### config.mk
export PLATFORM = sky130hd
export DESIGN_NAME = pipe_stage_elastic
export DESIGN_NICKNAME = d
export VERILOG_FILES = /design/src/rtl/pipe_stage_elastic.sv
export SDC_FILE = /design/constraint.sdc
export NUM_CORES = 1
export LEC_CHECK = 0
export ABC_AREA = 1
export ABC_CLOCK_PERIOD_IN_PS = 7000
export BUFFER_PORTS_ARGS = -buffer_cell sky130_fd_sc_hd__buf_4
export CORE_UTILIZATION = 40
export CTS_CLUSTER_SIZE = 14
export DETAILED_ROUTE_END_ITERATION = 10
export PLACE_DENSITY = 0.74
export SYNTH_ARGS = -nofsm -noshare
export SYNTH_HDL_FRONTEND = slang
export SYNTH_SLANG_ARGS = --single-unit
### constraint.sdc
create_clock -name clk -period 7 [get_ports clk]
set_input_delay 0.7 -clock clk [delete_from_list [all_inputs] [get_ports clk]]
set_output_delay 0.7 -clock clk [all_outputs]
set_load 0.1 [all_outputs]
### src/rtl/pipe_stage_elastic.sv
// rtl/pipe_stage_elastic.sv - elastic pipeline stage register with flush and optional 2-entry skid buffer
module pipe_stage_elastic #(
  parameter int                DATA_W      = 96,
  parameter int                CTRL_W      = 10,
  parameter logic [CTRL_W-1:0] CTRL_BUBBLE = '0,
  parameter int                SKID        = 1
) (
  input  logic              clk,
  input  logic              rst,
  input  logic              in_valid,
  output logic              in_ready,
  input  logic [DATA_W-1:0] in_data,
  input  logic [CTRL_W-1:0] in_ctrl,
  input  logic              flush,
  output logic              out_valid,
  input  logic              out_ready,
  output logic [DATA_W-1:0] out_data,
  output logic [CTRL_W-1:0] out_ctrl,
  output logic [1:0]        occupancy
);

  localparam bit HAS_SKID = (SKID != 0);

  typedef enum logic [1:0] {
    ST_EMPTY = 2'd0,
    ST_FULL  = 2'd1,
    ST_SKID  = 2'd2
  } state_t;

  state_t            state_q;
  state_t            state_d;
  logic [DATA_W-1:0] m_data_q;
  logic [CTRL_W-1:0] m_ctrl_q;
  logic [DATA_W-1:0] s_data_q;
  logic [CTRL_W-1:0] s_ctrl_q;
  logic              in_xfer;
  logic              out_xfer;
  logic              load_m_in;
  logic              load_m_skid;

  assign in_xfer  = in_valid & in_ready;
  assign out_xfer = out_valid & out_ready;

  always_ff @(posedge clk or posedge rst) begin
    if (rst) begin
      state_q <= ST_EMPTY;
    end else begin
      state_q <= state_d;
    end
  end

  always_comb begin
    state_d = state_q;
    if (flush) begin
      state_d = ST_EMPTY;
    end else begin
      case (state_q)
        ST_EMPTY: begin
          if (in_xfer) state_d = ST_FULL;
        end
        ST_FULL: begin
          if (in_xfer && !out_xfer && HAS_SKID) state_d = ST_SKID;
          else if (!in_xfer && out_xfer)        state_d = ST_EMPTY;
        end
        ST_SKID: begin
          if (out_xfer) state_d = ST_FULL;
        end
        default: state_d = ST_EMPTY;
      endcase
    end
  end

  always_comb begin
    out_valid = (state_q != ST_EMPTY);
    case (state_q)
      ST_FULL: occupancy = 2'd1;
      ST_SKID: occupancy = 2'd2;
      default: occupancy = 2'd0;
    endcase
    // a bubble must never present live write enables downstream
    out_ctrl  = out_valid ? m_ctrl_q : CTRL_BUBBLE;
    out_data  = m_data_q;
  end

  // without a skid entry, FULL can only accept when it also drains
  assign load_m_in   = in_xfer & ((state_q == ST_EMPTY) | ((state_q == ST_FULL) & out_xfer));
  assign load_m_skid = (state_q == ST_SKID) & out_xfer;

  always_ff @(posedge clk or posedge rst) begin
    if (rst) begin
      m_data_q <= '0;
      m_ctrl_q <= CTRL_BUBBLE;
    end else if (flush) begin
      m_data_q <= '0;
      m_ctrl_q <= CTRL_BUBBLE;
    end else if (load_m_in) begin
      m_data_q <= in_data;
      m_ctrl_q <= in_ctrl;
    end else if (load_m_skid) begin
      m_data_q <= s_data_q;
      m_ctrl_q <= s_ctrl_q;
    end
  end

  generate
    if (HAS_SKID) begin : g_skid
      logic in_ready_q;
      logic load_s;

      assign load_s = in_xfer & (state_q == ST_FULL) & ~out_xfer;

      // ready is taken from the next state so it never sees out_ready combinationally
      always_ff @(posedge clk or posedge rst) begin
        if (rst) begin
          in_ready_q <= 1'b1;
          s_data_q   <= '0;
          s_ctrl_q   <= '0;
        end else begin
          in_ready_q <= (state_d != ST_SKID);
          if (flush) begin
            s_data_q <= '0;
            s_ctrl_q <= '0;
          end else if (load_s) begin
            s_data_q <= in_data;
            s_ctrl_q <= in_ctrl;
          end
        end
      end

      assign in_ready = in_ready_q;
    end else begin : g_noskid
      assign s_data_q = '0;
      assign s_ctrl_q = CTRL_BUBBLE;
      assign in_ready = out_ready | ~out_valid;
    end
  endgenerate

endmodule

==> results by group, run 1 <==
Cells and area
  – Most frequent cells in the layout: nand2_1, nand3_1, buf_4
  – Area growth syn-to-layout: 26.03%
  – Post-layout instance area: 12610 µm²
  – Diode count: 0
  – Share of cells above drive strength 1: 18.91%
  – Fin nets: 1584
  – Non-Filler Instances: 1815
  – Most common cell after layout, fill and taps aside: nand2_1

Floorplanning
  – Die Ht: 160.2 µm
  – Ports: 221
  – Row count: 57
  – Initial Utilization: 40.91%
  – Die X: 160.2 µm
  – Core area: 24460 µm²
  – Die area: 25660 µm²

Timing
  – RSZ-0062 raised after global routing: false
  – Final hold slack: 0.3968 ns
  – Crit share post-route: 57.15%
  – Worst-Margin Slew: 1.280 ns
  – Clk_skew: 0.007610 ns
  – Fin. Hold Viols: 0
  – Fmax: 250.0 MHz
  – Max-slew violation total from the final report: 0
  – Setup ws final: 3.000 ns
  – Worst slew margin: 14.64%
  – Total negative slack: 0 ns
  – Setup-failing EPs final: 0
  – Min Tclk post-route: 4.000 ns

Critical path
  – R2r setup slk: 3.00 ns
  – CP Capture Type: flip-flop
  – CP max stage cell: buf_4
  – Crit Reg-Reg Startpoint: in_ready
  – Critical path class: flip-flop to flip-flop
  – Slowest stage delay, CP: 0.97 ns
  – Critical Path RT: 7.44 ns
  – CP most frequent cell: nand2_1
  – CP startpoint: in_ready
  – Critical Path Start Type: flip-flop
  – Crit-path cells: nand2_1 -> nor2_4 -> buf_4 -> nand2_8 -> a21oi_4 -> buf_4 -> nand2_1 -> nand2_1
  – Worst Setup EP: out_data[45]
  – CP max FO: 121
  – RR Endpoint: out_data[45]
  – Worst-case reg-to-reg path depth: 8
  – Arrival time of the worst setup path: 4.44 ns

Route
  – First-pass DRT Iterations: 5
  – DRC Markers: 0
  – Top routing layer used: met4
  – Routed WL: 28870 µm
  – Initial DRC Count: 834
  – WL met3: 1560 µm
  – Met2 routed WL: 13950 µm
  – Routed vias: 9413
  – Routed length on met1: 12460 µm
  – Routed length per instance: 15.91 µm
  – Antenna-violating nets left: 0
  – Drt via density: 5.186

Global route
  – First-pass GRT wire length: 47240 µm
  – Largest net degree at the start of global routing: 154
  – Vias in the first global route: 9084
  – GRT Util Overall: 22.38%
  – Antenna violations before repair: 0
  – Gr ovfl total: 0

Worst hold path
  – Worst Hold Class: input pin to async pin

Logic synthesis
  – Synth Cell Area: 10010 µm²
  – Avg Synthesized Cell Area: 7.588 µm²
  – #FFs+latches synth: 215
  – Yosys top cell area share: 53.51%
  – Area leader, netlist: dfrtp_1
  – Synth top area cells: dfrtp_1, nand2_1, nand3_1, clkbuf_1, buf_2
  – Syn Inst Count: 1319
  – Yosys warns: 0
  – Mapped Nets: 1430
  – Seq/Total Area, Yosys: 53.77%
  – Post-synth cell types: 20

Pwr
  – Pwr Density: 260.0 nW/µm²
  – Static leakage: 7.277 nW
  – Peak VDD IR: 0.1409 mV

Placed design
  – Dpl hpwl: 16760 µm
  – GP Congestion: 0.7854
  – Port-buffer cells: 220
  – Area after DPL: 11760 µm²
  – Setup Slack @ Placement: 2.771 ns
  – Placed insts: 1771

Clock network
  – Hold buffers post-CTS: 0
  – Post_cts resized: 0
  – CTS Sinks: 215
  – TritonCTS Buffers: 24
  – Clk Tree Root Cell: clkbuf_16
  – Clock-pin slew on the worst setup and hold paths: 0.06 ns
  – Clk buf depth: 3
  – Post-CTS Setup Inserts: 0
  – Htree depth: 1
  – CTS tree: built
  – Worst-Skew Late Latency: 0.51 ns

Run status
  – Status: completed

Run
  – Maxcap violations: 0
[synth_stat cells]
cell type  number
nand2_2         1
o21ai_0         1
dfrtp_1       214
buf_4           7
nor3_2          1
inv_1          15
dfstp_2         1
buf_1          19
buf_2          16
nand3_1       318
nand2_1       641
inv_2           4
nor3_1          1
a21oi_4         1
o211ai_1        1
nor2_1         15
clkbuf_1       59
nor2_2          2
a21oi_1         1
o21ai_2         1
[flip-flops by register name (all words and copies together), names as in the netlist]
register	cells
out_data	96
s_data_q	96
m_ctrl_q	10
s_ctrl_q	10
state_q	2
in_ready	1
[report_power, final]
part           switching (W)  internal, W
clock network       0.000508     0.000842
registers          0.0000311      0.00129
logic               0.000469     0.000137
[metrics by stage]
step,power (W),util [%]
final,0.003279,51.56
after global routing,0.003399,51.56
after CTS,0.003310,51.56
after detailed placement,0.001954,48.09
after global placement,0.001949,48.09
after floorplan,0.001770,-
[critical path: cells and delay by family, from the launching register on]
family,cells,cell delay (ns)
flip-flops,1,0.55
AO/OA/AOI/OAI,1,0.54
buffers and inverters,2,1.56
AND/OR/NAND/NOR,5,1.23
[routing by layer]
layer / track usage (%) / up-vias
li1: - / 4506
met1: 29.81 / 4524
met2: 37.47 / 330
met3: 2.987 / 53
met4: 7.706 / 0
met5: 0 / -
[area by class of cell]
class                      count  area, µm²
clock buffer                  34      699.4
clock inverter                10      150.1
fill                        2341      11850
inverter                      19      80.08
multi-input combinational    984       4178
sequential                   215       5381
tap                          324      405.4
timing repair buffer         229       1719
[worst min path at each step]
stage | startpoint | to | slack [ns] | depth (start not counted)
2_1_floorplan | s_data_q[59] | s_data_q[59] | 0.47 | 2
3_3_place_gp | s_data_q[92] | s_data_q[92] | 0.48 | 2
3_5_place_dp | s_data_q[76] | s_data_q[76] | 0.49 | 2
4_1_cts | in_data[60] | s_data_q[60] | 0.38 | 3
5_1_grt | in_data[87] | s_data_q[87] | 0.39 | 3
6_report | rst | out_data[21] | 0.40 | 2
[cells by family (layout without fill, tap and decap cells)]
logic type | after synthesis | after routing | share of synthesized area [%]
and+or+nand+nor | 979 | 979 | 40.84
AOI/OAI and AO/OA | 5 | 5 | 0.4250
buffers and inverters | 120 | 292 | 4.963
DFF | 215 | 215 | 53.77
No activity file was read; power rests on OpenSTA's default activity.
==> run 2: changes to the inputs <==
--- a/config.mk
+++ b/config.mk
@@ -6,12 +6,12 @@
 export NUM_CORES = 1
 export LEC_CHECK = 0
 export ABC_AREA = 1
-export ABC_CLOCK_PERIOD_IN_PS = 7000
+export ABC_CLOCK_PERIOD_IN_PS = 3850
 export BUFFER_PORTS_ARGS = -buffer_cell sky130_fd_sc_hd__buf_4
 export CORE_UTILIZATION = 40
 export CTS_CLUSTER_SIZE = 14
 export DETAILED_ROUTE_END_ITERATION = 10
-export PLACE_DENSITY = 0.74
+export PLACE_DENSITY = 0.72
 export SYNTH_ARGS = -nofsm -noshare
 export SYNTH_HDL_FRONTEND = slang
 export SYNTH_SLANG_ARGS = --single-unit
==> constraint.sdc (replaced) <==
create_clock -name clk -period 3.85 [get_ports clk]
set_input_delay 0.385 -clock clk [delete_from_list [all_inputs] [get_ports clk]]
set_output_delay 0.385 -clock clk [all_outputs]
set_load 0.1 [all_outputs]
==> results by group, run 2 (synthesized netlist as in run 1, its figures left out) <==
Run status
  – Status: completed

Placed design
  – Port-buffer cells: 220
  – Placed insts: 1775
  – Dpl hpwl: 16340 µm
  – Setup Slack @ Placement: 1.494 ns
  – GP Congestion: 0.7413

Clock network
  – Post-CTS Setup Inserts: 0
  – Worst-Skew Late Latency: 0.51 ns
  – Post_cts resized: 0
  – Clock-pin slew on the worst setup and hold paths: 0.06 ns
  – Clk Tree Root Cell: clkbuf_16
  – TritonCTS Buffers: 24
  – Htree depth: 1
  – Hold buffers post-CTS: 0
  – Clk buf depth: 3
  – CTS Sinks: 215
  – CTS tree: built

Floorplanning
  – Die area: 25660 µm²
  – Core area: 24460 µm²
  – Ports: 221
  – Die Ht: 160.2 µm
  – Initial Utilization: 40.91%
  – Row count: 57
  – Die X: 160.2 µm

Pwr
  – Overall Power: 0.005862 W
  – Peak VDD IR: 0.2716 mV
  – Clk pwr share: 40.1%
  – Static leakage: 7.282 nW
  – Switching power: 0.001801 W
  – Switch share: 30.72%
  – Combinational fraction of design power: 18.9%
  – Internal power: 0.004062 W
  – Flop pwr share: 41.0%
  – Pwr Density: 463.8 nW/µm²

Route
  – Routed WL: 28700 µm
  – Routed vias: 9390
  – Drt via density: 5.168
  – Routed length per instance: 15.80 µm
  – DRC Markers: 0
  – Antenna-violating nets left: 0
  – Initial DRC Count: 746
  – First-pass DRT Iterations: 5

Critical path
  – CP max stage cell: nor2_1
  – Slowest stage delay, CP: 0.73 ns
  – CP Capture Type: output port
  – CP max FO: 12
  – Arrival time of the worst setup path: 2.07 ns
  – Critical Path RT: 3.46 ns
  – Crit-path cells: nor2_1 -> nor2_1 -> buf_4
  – Crit path max-delay family: simple AND/OR/NAND/NOR gates
  – CP Buf/Inv Count: 1
  – Critical Path Start Type: flip-flop
  – Critical path class: flip-flop to output port
  – R2r setup slk: 1.43 ns
  – CP most frequent cell: nor2_1

Timing
  – Worst slew margin: 13.41%
  – RSZ-0062 raised after global routing: false
  – Final hold slack: 0.02668 ns
  – Crit share post-route: 63.88%
  – Min Tclk post-route: 2.459 ns
  – Setup ws final: 1.391 ns
  – Clk_skew: 0.01631 ns
  – Max-slew violation total from the final report: 0
  – Fmax: 406.6 MHz
  – Fin. Hold Viols: 0
  – Setup-failing EPs final: 0
  – Total negative slack: 0 ns
  – Worst-Margin Slew: 1.299 ns

Cells and area
  – Most frequent cells in the layout: nand2_1, nand3_1, buf_4
  – Share of cells above drive strength 1: 19.11%
  – Non-Filler Instances: 1817
  – Filler cell count in the final layout: 2356
  – FF/Latch Area: 5381 µm²
  – Fin nets: 1588
  – Most common cell after layout, fill and taps aside: nand2_1
  – Multi-input logic area: 4178 µm²
  – Area growth syn-to-layout: 26.30%

Global route
  – Gr ovfl total: 0
  – First-pass GRT wire length: 47340 µm
  – GRT Util Overall: 22.52%
  – Vias in the first global route: 9192
  – Antenna violations before repair: 2
  – Largest net degree at the start of global routing: 114

Run
  – Maxcap violations: 0

Worst hold path
  – Worst Hold Class: input pin to async pin
## run 2: cell count changes in the layout (fill, tap and decap cells not counted), sizes merged
cell	previous run	this run
clkinv	7	3
clkbuf	34	35
buf	229	233
diode	0	2
bufinv	4	2
clkinvlp	0	2
inv	18	17
## run 2: final cells by class
| cell class | count | share of cell area [%] |
|---|---|---|
| inverters | 19 | 0.6038 |
| multi-input cells | 984 | 33.05 |
| clock inverters | 5 | 0.6137 |
| well taps | 324 | 3.207 |
| flip-flops and latches | 215 | 42.57 |
| repair buffers | 233 | 14.04 |
| diodes | 2 | 0.03959 |
| clock buffers | 35 | 5.879 |
## run 2: worst min-delay path: stages
cell        delay (ns)
buf_4             0.12
clkinvlp_4        0.10
buf_12            0.39
## run 2: per-layer routing
layer / GRT usage, % / wire, µm / part of all wire [%] / vias up
met4: 5.844 / 378 / 1.3 / 0
met1: 30.80 / 12870 / 45 / 4518
met2: 36.62 / 13410 / 47 / 325
met5: 0 / 0 / 0 / -
li1: - / - / - / 4520
met3: 4.364 / 2043 / 7.1 / 27
## run 2: path summary, 6_finish.rpt
check                             startpoint           end  depth (start not counted)
max in group asynchronous                rst  out_data[38]                          3
worst max register to register      in_ready   out_data[9]                          7
min in group clk                 in_data[46]  s_data_q[46]                          3
worst min-delay path                     rst  out_data[81]                          3
worst max-delay path              state_q[0]   out_ctrl[2]                          3
worst min register to register  s_data_q[93]  s_data_q[93]                          2
## run 2: power groups by stage
| stage | combinational [W] | clock (W) | sequential, W |
|---|---|---|---|
| floorplan | 0.000389 | 0 | 0.00283 |
| global placement | 0.00110 | 0 | 0.00244 |
| detailed placement | 0.00111 | 0 | 0.00244 |
| CTS | 0.00111 | 0.00241 | 0.00240 |
| global route | 0.00118 | 0.00252 | 0.00241 |
| finish | 0.00111 | 0.00235 | 0.00241 |
## run 2: per-stage QoR
step / util [%] / cell area, µm²
2_1_floorplan: - / 10010
3_3_place_gp: 48.30 / 11820
3_5_place_dp: 48.30 / 11820
4_1_cts: 51.65 / 12640
5_1_grt: 51.65 / 12640
6_report: 51.68 / 12640
